## config.mk

```make
export PLATFORM = sky130hd
export DESIGN_NAME = npc_sequencer
export DESIGN_NICKNAME = d
export VERILOG_FILES = /design/src/rtl/npc_pkg.sv /design/src/rtl/branch_target_calc.sv /design/src/rtl/npc_sequencer.sv
export SDC_FILE = /design/constraint.sdc
export NUM_CORES = 1
export LEC_CHECK = 0
export BUFFER_PORTS_ARGS = -buffer_cell sky130_fd_sc_hd__buf_2
export CAP_MARGIN = 5
export CORE_AREA = 2 2 139 87
export DETAILED_ROUTE_END_ITERATION = 8
export DIE_AREA = 0 0 141 89
export PLACE_DENSITY = 0.82
export SLEW_MARGIN = 20
export SYNTH_ARGS = -nofsm -noshare
export SYNTH_HDL_FRONTEND = slang
export SYNTH_SLANG_ARGS = --single-unit
```

## constraint.sdc

```tcl
create_clock -name clk -period 2.5 [get_ports clk]
set_input_delay 0.375 -clock clk [delete_from_list [all_inputs] [get_ports clk]]
set_output_delay 0.375 -clock clk [all_outputs]
set_load 0.005 [all_outputs]
```

## src/rtl/npc_pkg.sv

```systemverilog
// Shared definitions for the next-PC sequencer: FSM state encodings,
// transfer-kind encodings and the default nPC value loaded on reset.
package npc_pkg;

    // Sequencer state: normal flow, delay slot after a taken transfer,
    // or a squashed (annulled) delay-slot instruction.
    typedef enum logic [1:0] {
        ST_RUN    = 2'd0,
        ST_SLOT   = 2'd1,
        ST_SQUASH = 2'd2
    } npc_state_e;

    // Transfer kind carried on xfer_sel; the reserved code never transfers.
    typedef enum logic [1:0] {
        XFER_BICC = 2'd0,
        XFER_CALL = 2'd1,
        XFER_JMPL = 2'd2,
        XFER_RSVD = 2'd3
    } xfer_sel_e;

    // PC resets to 0, so the first nPC is one instruction further on.
    localparam logic [31:0] RESET_NPC_DEFAULT = 32'h0000_0004;

    // Byte size of one instruction word.
    localparam logic [31:0] INSTR_BYTES = 32'd4;

endpackage

```

## src/rtl/branch_target_calc.sv

```systemverilog
// Combinational transfer-target generator: computes the Bicc, CALL and
// JMPL destinations and flags a misaligned JMPL target.
module branch_target_calc
    import npc_pkg::*;
(
    input  logic        cti,
    input  logic [1:0]  xfer_sel,
    input  logic [31:0] pc_in,
    input  logic [21:0] disp22,
    input  logic [29:0] disp30,
    input  logic [31:0] jmpl_target,
    output logic [31:0] target,
    output logic        misalign
);

    logic [31:0] bicc_target;
    logic [31:0] call_target;
    logic [31:0] jmpl_aligned;

    // Form each candidate target; all additions wrap modulo 2^32 and the
    // JMPL address is forced word-aligned so the transfer can still proceed.
    always_comb begin
        bicc_target  = pc_in + {{8{disp22[21]}}, disp22, 2'b00};
        call_target  = pc_in + {disp30, 2'b00};
        jmpl_aligned = {jmpl_target[31:2], 2'b00};
        target       = 32'd0;
        case (xfer_sel_e'(xfer_sel))
            XFER_BICC: target = bicc_target;
            XFER_CALL: target = call_target;
            XFER_JMPL: target = jmpl_aligned;
            default:   target = 32'd0;
        endcase
        misalign = cti && (xfer_sel_e'(xfer_sel) == XFER_JMPL) && (jmpl_target[1:0] != 2'b00);
    end

endmodule

```

## src/rtl/npc_sequencer.sv

```systemverilog
// Next-PC sequencer for a delayed-branch pipeline: holds nPC, tracks delay
// slot / annul state, and selects the value loaded into the PC register.
// The Bicc "always" class flag is carried on bicc_always because "always"
// is a reserved word.
module npc_sequencer
    import npc_pkg::*;
#(
    parameter logic [31:0] RESET_NPC = RESET_NPC_DEFAULT
) (
    input  logic        clk,
    input  logic        reset,
    input  logic        nPCld,
    input  logic [31:0] pc_in,
    input  logic        cti,
    input  logic [1:0]  xfer_sel,
    input  logic        taken,
    input  logic        bicc_always,
    input  logic        annul_bit,
    input  logic [21:0] disp22,
    input  logic [29:0] disp30,
    input  logic [31:0] jmpl_target,
    input  logic        trap_req,
    input  logic [31:0] tbr,
    output logic [31:0] pc_next,
    output logic [31:0] npc_out,
    output logic        pc_ld,
    output logic        annul_out,
    output logic        delay_slot,
    output logic        misalign
);

    npc_state_e  state_q, state_d;
    logic [31:0] npc_q, npc_d;
    logic [31:0] target;
    logic        eff_xfer;
    logic        squash_slot;

    branch_target_calc u_target (
        .cti         (cti),
        .xfer_sel    (xfer_sel),
        .pc_in       (pc_in),
        .disp22      (disp22),
        .disp30      (disp30),
        .jmpl_target (jmpl_target),
        .target      (target),
        .misalign    (misalign)
    );

    // Register state and nPC; reset throws away any pending transfer.
    always_ff @(posedge clk or posedge reset) begin
        if (reset) begin
            state_q <= ST_RUN;
            npc_q   <= RESET_NPC;
        end else begin
            state_q <= state_d;
            npc_q   <= npc_d;
        end
    end

    // Decide next nPC and state; nothing moves unless an instruction retires.
    always_comb begin
        eff_xfer    = cti && (xfer_sel_e'(xfer_sel) != XFER_RSVD) &&
                      ((xfer_sel_e'(xfer_sel) != XFER_BICC) || taken);
        squash_slot = cti && (xfer_sel_e'(xfer_sel) == XFER_BICC) && annul_bit &&
                      (bicc_always || !taken);
        state_d     = state_q;
        npc_d       = npc_q;
        if (nPCld) begin
            case (state_q)
                ST_SQUASH: begin
                    npc_d   = npc_q + INSTR_BYTES;
                    state_d = ST_RUN;
                end
                default: begin
                    if (trap_req) begin
                        npc_d   = tbr + INSTR_BYTES;
                        state_d = ST_RUN;
                    end else begin
                        npc_d = eff_xfer ? target : (npc_q + INSTR_BYTES);
                        if (squash_slot) begin
                            state_d = ST_SQUASH;
                        end else if (eff_xfer) begin
                            state_d = ST_SLOT;
                        end else begin
                            state_d = ST_RUN;
                        end
                    end
                end
            endcase
        end
    end

    // Drive the PC-register interface and the slot status flags.
    always_comb begin
        pc_next    = (trap_req && (state_q != ST_SQUASH)) ? tbr : npc_q;
        pc_ld      = nPCld && !reset;
        npc_out    = npc_q;
        annul_out  = (state_q == ST_SQUASH);
        delay_slot = (state_q == ST_SLOT);
    end

endmodule

```

==> results of run 1 <==
-- flip-flops by register name (all words and copies together) (netlist names) --
register / cells
npc_out: 32
state_q: 2
-- cells by family after synthesis --
| group | synth area share |
|---|---|
| compound gates | 0.301 |
| xor+xnor | 0.0794 |
| buf+inv | 0.0400 |
| mux | 0.00556 |
| fa+ha+maj | 0.0858 |
| flops | 0.151 |
| simple gates | 0.337 |
-- routing by layer --
layer,global-route usage,part of all wire,wire (um)
met4,0.139,0.043,1150
met3,0.0798,0.12,3210
met2,0.602,0.43,11400
met1,0.519,0.41,10800
met5,0,0,0
-- Yosys cell counts (5+ instances only) --
master,number
a211oi_1,11
xnor2_1,18
and2_1,7
or3_1,6
nand4_1,15
nor3b_1,6
o21a_1,6
nor3_1,14
o21bai_1,5
a21o_1,23
clkbuf_1,31
inv_1,14
dfrtp_1,33
nor2b_1,9
a31oi_1,11
ha_1,37
xor2_1,33
nand2_1,229
a21oi_1,73
o22ai_1,6
a221oi_1,6
and4_1,8
o21ai_0,42
and3_1,11
a22oi_1,11
buf_2,6
o21ai_1,7
nand3_1,28
o32ai_1,6
nor2_1,48
-- through the flow --
stage          cell area (um2)   util
2_1_floorplan             5980      -
3_5_place_dp              8120  0.729
6_report                  9190  0.824
4_1_cts                   8690  0.780
5_1_grt                   9190  0.824
3_3_place_gp              8120  0.729
-- area by class of cell --
cell class                      instances  area [um2]  share of cell area
Multi-Input combinational cell        753        5460               0.594
Timing Repair Buffer                  383        2430               0.265
Sequential cell                        34         852              0.0927
Tap cell                              144         180              0.0196
Clock buffer                            6         139              0.0151
Inverter                               15        63.8             0.00694
Clock inverter                          2        60.1             0.00654
-- worst max path at each step --
stage,cells after the start,slack (ps),endpoint
2_1_floorplan,16,-470,npc_out[31]
3_3_place_gp,15,-750,npc_out[31]
3_5_place_dp,16,-820,npc_out[23]
4_1_cts,15,-250,npc_out[31]
5_1_grt,17,-490,npc_out[20]
6_report,16,-460,npc_out[20]
-- power by group --
part / switching, uW / total (uW) / leakage [uW] / internal, uW
registers: 157 / 809 / 0.000390 / 652
clock network: 267 / 866 / 0.0000971 / 599
logic: 1250 / 2390 / 0.00391 / 1140
total: 1670 / 4070 / 0.00439 / 2390
-- critical path, stage by stage --
cell       delay [ps]
buf_12            110
nor2b_4           180
buf_6             140
clkbuf_16         160
nand2_4            60
nand2_4            90
ha_1              280
a21oi_2           300
nand2_4           110
a21oi_4           270
buf_6             150
o21bai_4          120
a2111oi_4         370
nor3_2            100
xor2_1            150
a22o_1            190
-- what timing repair did --
action	CTS	global route
gates cloned	1	1
resized for setup	52	82
setup buffers	8	13
pin swaps	28	70
setup endpoints to repair	23	25
==> impl_table.tex, run 1 <==
\begin{tabular}{lr}
\hline
Metric & Value \\
\hline
\multicolumn{2}{l}{\textbf{Critical path}} \\
Critical setup path kind & in -> reg \\
Critical Path End Type & flop \\
Startpoint of the worst setup timing path & xfer\_sel[1] \\
Crit-path max FO & 8 \\
Internal reg-to-reg setup slack & -200 ps \\
Critical register-to-register path endpoint & npc\_out[30] \\
Worst R2R Path Depth & 10 \\
Worst endpoint required time & 2680 ps \\
Critical Path Start Type & input pin \\
Crit path arrival time & 3140 ps \\
RR Startpoint & npc\_out[2] \\
\multicolumn{2}{l}{\textbf{Routing}} \\
Iter 0 DRT Violations & 1,065 \\
Number of detailed-route iterations in the first pass & 7 \\
Count of unresolved DRC violations after routing & 0 \\
Via total after detailed routing & about 8,400 \\
Routed length per placed instance & 19.8 um \\
Detail Route Antenna Nets & 0 \\
Post-detailed-routing wire length & about 27,000 um \\
Number of vias per cell after detailed routing & 6.27 \\
\multicolumn{2}{l}{\textbf{Cells and area}} \\
Fraction of final layout cells sized beyond drive strength 1 & 0.448 \\
Commonest non-fill, non-tap cell in the layout & buf\_2 \\
Diodes inserted & 0 \\
Most used cells in the layout excluding fill and tap cells & 223 x buf\_2, 194 x nand2\_1, 142 x buf\_4 \\
Number of fill cells in the layout & 759 \\
Layout Area Growth over Synthesis & 63.3\% \\
\# nets final & about 1,400 \\
Final cell count without fillers & 1,337 \\
\multicolumn{2}{l}{\textbf{Synth}} \\
Synthesis-stage register bit count & 34 \\
Netlist area before placement & 0.00563 mm2 \\
Leading area contributor after synthesis & nand2\_1 \\
Synthesized net count & 1,039 \\
Fraction of the yosys area taken by sequential cells & 0.151 \\
Proportion of netlist area held by the largest area contributor & 0.153 \\
Mean Syn Cell Area & 6.67 um2 \\
Post-Syn Instances & 843 \\
Top post-synthesis cells by area & nand2\_1 15\%, dfrtp\_1 15\%, ha\_1 8.2\% \\
Warnings, synthesis & 0 \\
Post-synth EDFFs & 0 \\
Primary FF master, synth & dfrtp\_1 \\
Async SR Flop Fraction & 1.00 \\
Number of library cell types mapped by synthesis & 81 \\
\multicolumn{2}{l}{\textbf{Outcome}} \\
Violated checks & setup timing \\
Run status & finished with violations \\
\multicolumn{2}{l}{\textbf{GRT}} \\
Global route total overflow & 0 \\
Largest net degree at the start of global routing & 35 \\
Via count of the first global-routing pass & 7,518 \\
Global-route wire length before repair & 37,800 um \\
GRT Resource Usage Total & 0.380 \\
Initial antenna violation count & 0 \\
\multicolumn{2}{l}{\textbf{Die}} \\
Die Span X & 141 um \\
Die height & 89 um \\
Core outline area & 0.0111 mm2 \\
Area of the die & 0.0125 mm2 \\
Boundary pin count & 226 \\
Count of standard-cell rows & 30 \\
Initial Util & 0.505 \\
\multicolumn{2}{l}{\textbf{Power and ir drop}} \\
Worst supply voltage drop on vdd & 0.357 mV \\
Final Total Pwr & 4070 uW \\
P\_leak & between 0.004 and 0.005 uW \\
Power density over the cells & 442 mW/mm2 \\
\multicolumn{2}{l}{\textbf{Placed design}} \\
Post-DP HPWL & between 15,000 and 20,000 um \\
Last weighted congestion value of the routability-driven placer & 0.986 \\
Total instance count after detailed placement & between 1,000 and 1,500 \\
Number of input and output port buffers inserted & 225 \\
Pre-CTS setup slack & -821 ps \\
\multicolumn{2}{l}{\textbf{STA}} \\
Final Hold Slack & 200 ps \\
RSZ-0062 raised after global routing & yes \\
Worst-Margin Slew & 588 ps \\
Part of the cycle the worst path needs & 1.19 \\
Final count of hold timing violations & 0 \\
Worst slew margin & 0.608 \\
Final-layout setup total negative slack & -5810 ps \\
Setup skew after layout & $\sim$6.7 ps \\
Final worst path period need & 2960 ps \\
Setup Viol. Count Final & 20 \\
Number of max-slew violations in the final report & 0 \\
Maximum clock rate & 337 MHz \\
Post-route setup slack & -464 ps \\
\multicolumn{2}{l}{\textbf{Clock tree}} \\
Clock latency on the worst-skew pair & 290 ps \\
Clock tree from TritonCTS & done \\
\# hold bufs at CTS & 0 \\
Clock input transition at the sequential cells of the worst setup and hold paths & 60 ps \\
TritonCTS Sinks & 34 \\
CTS buffer count & 5 \\
Buffer cell driving the clock tree root & clkbuf\_16 \\
Maximum level of the CTS H-tree & 2 \\
Maximum root-to-sink buffer count & 2 \\
\multicolumn{2}{l}{\textbf{Run}} \\
Total of max-cap violations & 0 \\
\multicolumn{2}{l}{\textbf{Min path}} \\
Path type of the worst min-delay path & in -> async \\
\hline
\end{tabular}
(Power assumes the default switching activity.)
==> inputs of run 2 (changes only) <==
--- a/config.mk
+++ b/config.mk
@@ -5,12 +5,13 @@
 export SDC_FILE = /design/constraint.sdc
 export NUM_CORES = 1
 export LEC_CHECK = 0
+export ABC_AREA = 1
 export BUFFER_PORTS_ARGS = -buffer_cell sky130_fd_sc_hd__buf_2
 export CAP_MARGIN = 5
-export CORE_AREA = 2 2 139 87
+export CORE_AREA = 2 2 148 92
 export DETAILED_ROUTE_END_ITERATION = 8
-export DIE_AREA = 0 0 141 89
-export PLACE_DENSITY = 0.82
+export DIE_AREA = 0 0 150 94
+export PLACE_DENSITY = 0.83
 export SLEW_MARGIN = 20
 export SYNTH_ARGS = -nofsm -noshare
 export SYNTH_HDL_FRONTEND = slang
==> run 2 against run 1 <==
Effect of this change:
- the run now ends clean
- die area increased by 12%
- sequential power decreased by 5.7%
- flip-flop and latch count unchanged
- critical path type unchanged
- fmax increased by 19%
- via count increased by 15%
- non-clock buffer count decreased by 68
- clock-buffer cell count increased by 2
==> impl_table.tex, run 2 <==
\begin{tabular}{lr}
\hline
Metric & Value \\
\hline
\multicolumn{2}{l}{\textbf{Synth}} \\
Most repeated cell in the gate-level netlist after synthesis & nand2\_1 \\
Number of library cell types mapped by synthesis & 53 (-35\%) \\
Synthesized net count & 1,433 (+38\%) \\
Top post-synthesis cells by area & nand2\_1 26\%, dfrtp\_1 12\%, inv\_1 11\% \\
Post-synth EDFFs & 0 (unchanged) \\
Warnings, synthesis & 0 (unchanged) \\
Async SR Flop Fraction & 1.00 (unchanged) \\
Synth cell count leaders & 466 x nand2\_1, 189 x inv\_1, 90 x nor2\_1, 90 x o21ai\_0, 87 x nand3\_1 \\
Mean Syn Cell Area & 5.39 um2 (-19\%) \\
Netlist area before placement & 0.00667 mm2 (+18\%) \\
Synthesis-stage register bit count & 34 (unchanged) \\
Leading area contributor after synthesis & nand2\_1 \\
Proportion of netlist area held by the largest area contributor & 0.262 (+0.110) \\
Primary FF master, synth & dfrtp\_1 \\
Fraction of the yosys area taken by sequential cells & 0.128 (-0.0236) \\
Post-Syn Instances & 1,237 (+47\%) \\
\multicolumn{2}{l}{\textbf{Critical path}} \\
Internal reg-to-reg setup slack & 190 ps (+390 ps) \\
Critical path's slowest cell & mux2\_4 \\
Critical Path End Type & flop \\
Ordered list of cells on the worst path & buf\_6, inv\_8, nand2\_8, buf\_4, mux2\_4, ha\_4, nand2\_1, nand2\_1, inv\_1, nand2\_1, nand2\_2, nand3\_4, buf\_6, nand2\_2, nand3\_2, nand2\_1, nand3\_1, nand2\_1, nand2\_1, nand2\_1, nand2\_1, nand2\_1 \\
Cell repeated most along the worst path & nand2\_1 \\
Critical setup path kind & in -> reg \\
Crit-path max FO & 5 (-3) \\
Critical Path Start Type & input pin \\
Family with the most delay on the worst path & simple AND/OR/NAND/NOR gates \\
Crit path arrival time & 2670 ps (-470 ps) \\
Number of buffers and inverters on the critical path & 5 (+1) \\
Worst endpoint required time & 2680 ps (about the same) \\
Worst path max stage delay & 330 ps (-40 ps) \\
\multicolumn{2}{l}{\textbf{GRT}} \\
Largest net degree at the start of global routing & 55 (+57\%) \\
Global-route wire length before repair & 40,400 um (+6.8\%) \\
Global route total overflow & 0 (unchanged) \\
GRT Resource Usage Total & 0.364 (-0.0159) \\
Initial antenna violation count & 0 (unchanged) \\
Via count of the first global-routing pass & 8,210 (+9.2\%) \\
\multicolumn{2}{l}{\textbf{Cells and area}} \\
\# nets final & 1,726 (+24\%) \\
Fraction of the core area covered by cells at the end of the flow & 0.774 (-0.0506) \\
Fraction of final layout cells sized beyond drive strength 1 & 0.359 (-0.0892) \\
Flip-flop count of the largest register, all copies and words added & 32 (unchanged) \\
Commonest non-fill, non-tap cell in the layout & nand2\_1 \\
Layout Area Growth over Synthesis & 46.9\% \\
Number of fill cells in the layout & 1,018 (+34\%) \\
Area used by multi-input combinational logic & 0.00594 mm2 (+8.8\%) \\
Diodes inserted & 0 (unchanged) \\
Flip-flop and latch area & 852 um2 (unchanged) \\
Final instance area & 0.00979 mm2 (+6.5\%) \\
Most used cells in the layout excluding fill and tap cells & 401 x nand2\_1, 223 x buf\_2, 174 x inv\_1 \\
\multicolumn{2}{l}{\textbf{Routing}} \\
Number of vias per cell after detailed routing & 5.64 (-9.9\%) \\
Detail Route Antenna Nets & 0 (unchanged) \\
Number of detailed-route iterations in the first pass & 9 (+2) \\
Via total after detailed routing & 9,600 (+15\%) \\
Routed length per placed instance & 16.9 um (-15\%) \\
Iter 0 DRT Violations & 933 (-12\%) \\
Count of unresolved DRC violations after routing & 0 (unchanged) \\
Post-detailed-routing wire length & 28,700 um (+8.4\%) \\
\multicolumn{2}{l}{\textbf{STA}} \\
Worst-Margin Slew & 533 ps (-55.5 ps) \\
Part of the cycle the worst path needs & 0.999 (-0.187) \\
RSZ-0062 raised after global routing & yes \\
Final count of hold timing violations & 0 (unchanged) \\
Final worst path period need & 2500 ps (-467 ps) \\
Final-layout setup total negative slack & 0 ps (+5810 ps) \\
Setup skew after layout & 2.97 ps (-3.73 ps) \\
Maximum clock rate & 400 MHz (+19\%) \\
Setup Viol. Count Final & 0 (-100\%) \\
Number of max-slew violations in the final report & 0 (unchanged) \\
Worst slew margin & 0.642 (+0.0337) \\
\multicolumn{2}{l}{\textbf{Clock tree}} \\
Buffer cell driving the clock tree root & clkbuf\_16 \\
Clock tree from TritonCTS & done \\
CTS buffer count & 5 (unchanged) \\
Clock latency on the worst-skew pair & 280 ps (about the same) \\
Clock input transition at the sequential cells of the worst setup and hold paths & 60 ps (about the same) \\
Maximum root-to-sink buffer count & 2 (unchanged) \\
Maximum level of the CTS H-tree & 2 (unchanged) \\
TritonCTS Sinks & 34 (unchanged) \\
\multicolumn{2}{l}{\textbf{Min path}} \\
Path type of the worst min-delay path & in -> async \\
\multicolumn{2}{l}{\textbf{Die}} \\
Die height & 94 um (+5.6\%) \\
Area of the die & 0.0141 mm2 (+12\%) \\
Die Span X & 150 um (+6.4\%) \\
Core outline area & 0.0127 mm2 (+13\%) \\
Boundary pin count & 226 (unchanged) \\
Initial Util & 0.527 (+0.0221) \\
Count of standard-cell rows & 32 (+6.7\%) \\
\multicolumn{2}{l}{\textbf{Placed design}} \\
Post-DP HPWL & 21,000 um (+11\%) \\
Last weighted congestion value of the routability-driven placer & 0.966 (-2.0\%) \\
Number of input and output port buffers inserted & 225 (unchanged) \\
Placed instance area & 0.00863 mm2 (+6.3\%) \\
\multicolumn{2}{l}{\textbf{Power and ir drop}} \\
Worst supply voltage drop on vdd & 0.220 mV (-38\%) \\
Power density over the cells & 387 mW/mm2 (-13\%) \\
P\_leak & 0.00535 uW (+22\%) \\
\multicolumn{2}{l}{\textbf{Outcome}} \\
Run status & complete, no violations \\
\multicolumn{2}{l}{\textbf{Run}} \\
Total of max-cap violations & 0 (unchanged) \\
\hline
\end{tabular}
[run 2: cell count changes after synthesis, sizes merged, moves of 26 or more]
cell	before	now
nand2	229	469
inv	14	193
nand3	29	90
nor2	49	98
o21ai	49	92
xor2	33	7
[run 2: tightest hold or removal path, stage by stage]
cell,delay [ps]
buf_2,110
inv_1,50
buf_4,430
[run 2: routing by layer]
metal | up-vias | global-route usage | wire length, um
li1 | 4554 | - | -
met1 | 4283 | 0.511 | 11800
met2 | 659 | 0.582 | 12400
met3 | 104 | 0.0704 | 3480
met4 | 0 | 0.0723 | 1060
met5 | - | 0 | 0
[run 2: path summary, 6_finish.rpt]
check | startpoint | end | depth (start not counted)
worst min register to register | npc_out[31] | npc_out[31] | 2
worst max-delay path | xfer_sel[1] | npc_out[16] | 22
min in group clk | tbr[1] | npc_out[1] | 3
worst max register to register | npc_out[2] | npc_out[22] | 14
max in group asynchronous | reset | npc_out[2] | 3
worst min-delay path | reset | npc_out[16] | 3
[run 2: power by group]
group          internal (uW)  switching, uW
combinational            991           1320
sequential               637            127
clock                    452            255
[run 2: cell families after synthesis]
family                   share of synthesized area
AO/OA/AOI/OAI                                0.162
AND/OR/NAND/NOR                              0.453
multiplexers                                0.0355
XOR/XNOR                                    0.0184
buffers and inverters                        0.131
adder cells (fa/ha/maj)                     0.0725
flip-flops                                   0.128
[run 2: stage by stage]
stage / total power, uW / hold WS, ps / std cells / setup slack, ps
after detailed placement: 2650 / 520 / 1683 / -388
after global placement: 2610 / 515 / 1683 / -331
after CTS: 3410 / 235 / 1691 / 4.12
final: 3790 / 231 / 1701 / 2.93
after floorplan: 1850 / 508 / 1237 / -106
after global routing: 4030 / 281 / 1701 / -123
[run 2: layout make-up]
type,instances,share of cell area
well taps,170,0.0217
clock buffers,8,0.0170
multi-input cells,981,0.607
flip-flops and latches,34,0.0871
repair buffers,315,0.192
inverters,193,0.0755
[run 2: timing repair]
item                       in CTS  in global routing
cloned                          0                  2
setup buffers                   0                  9
setup endpoints to repair      17                 26
pin swaps                       3                 65
hold buffers                    0                  0
gates resized for setup        22                195
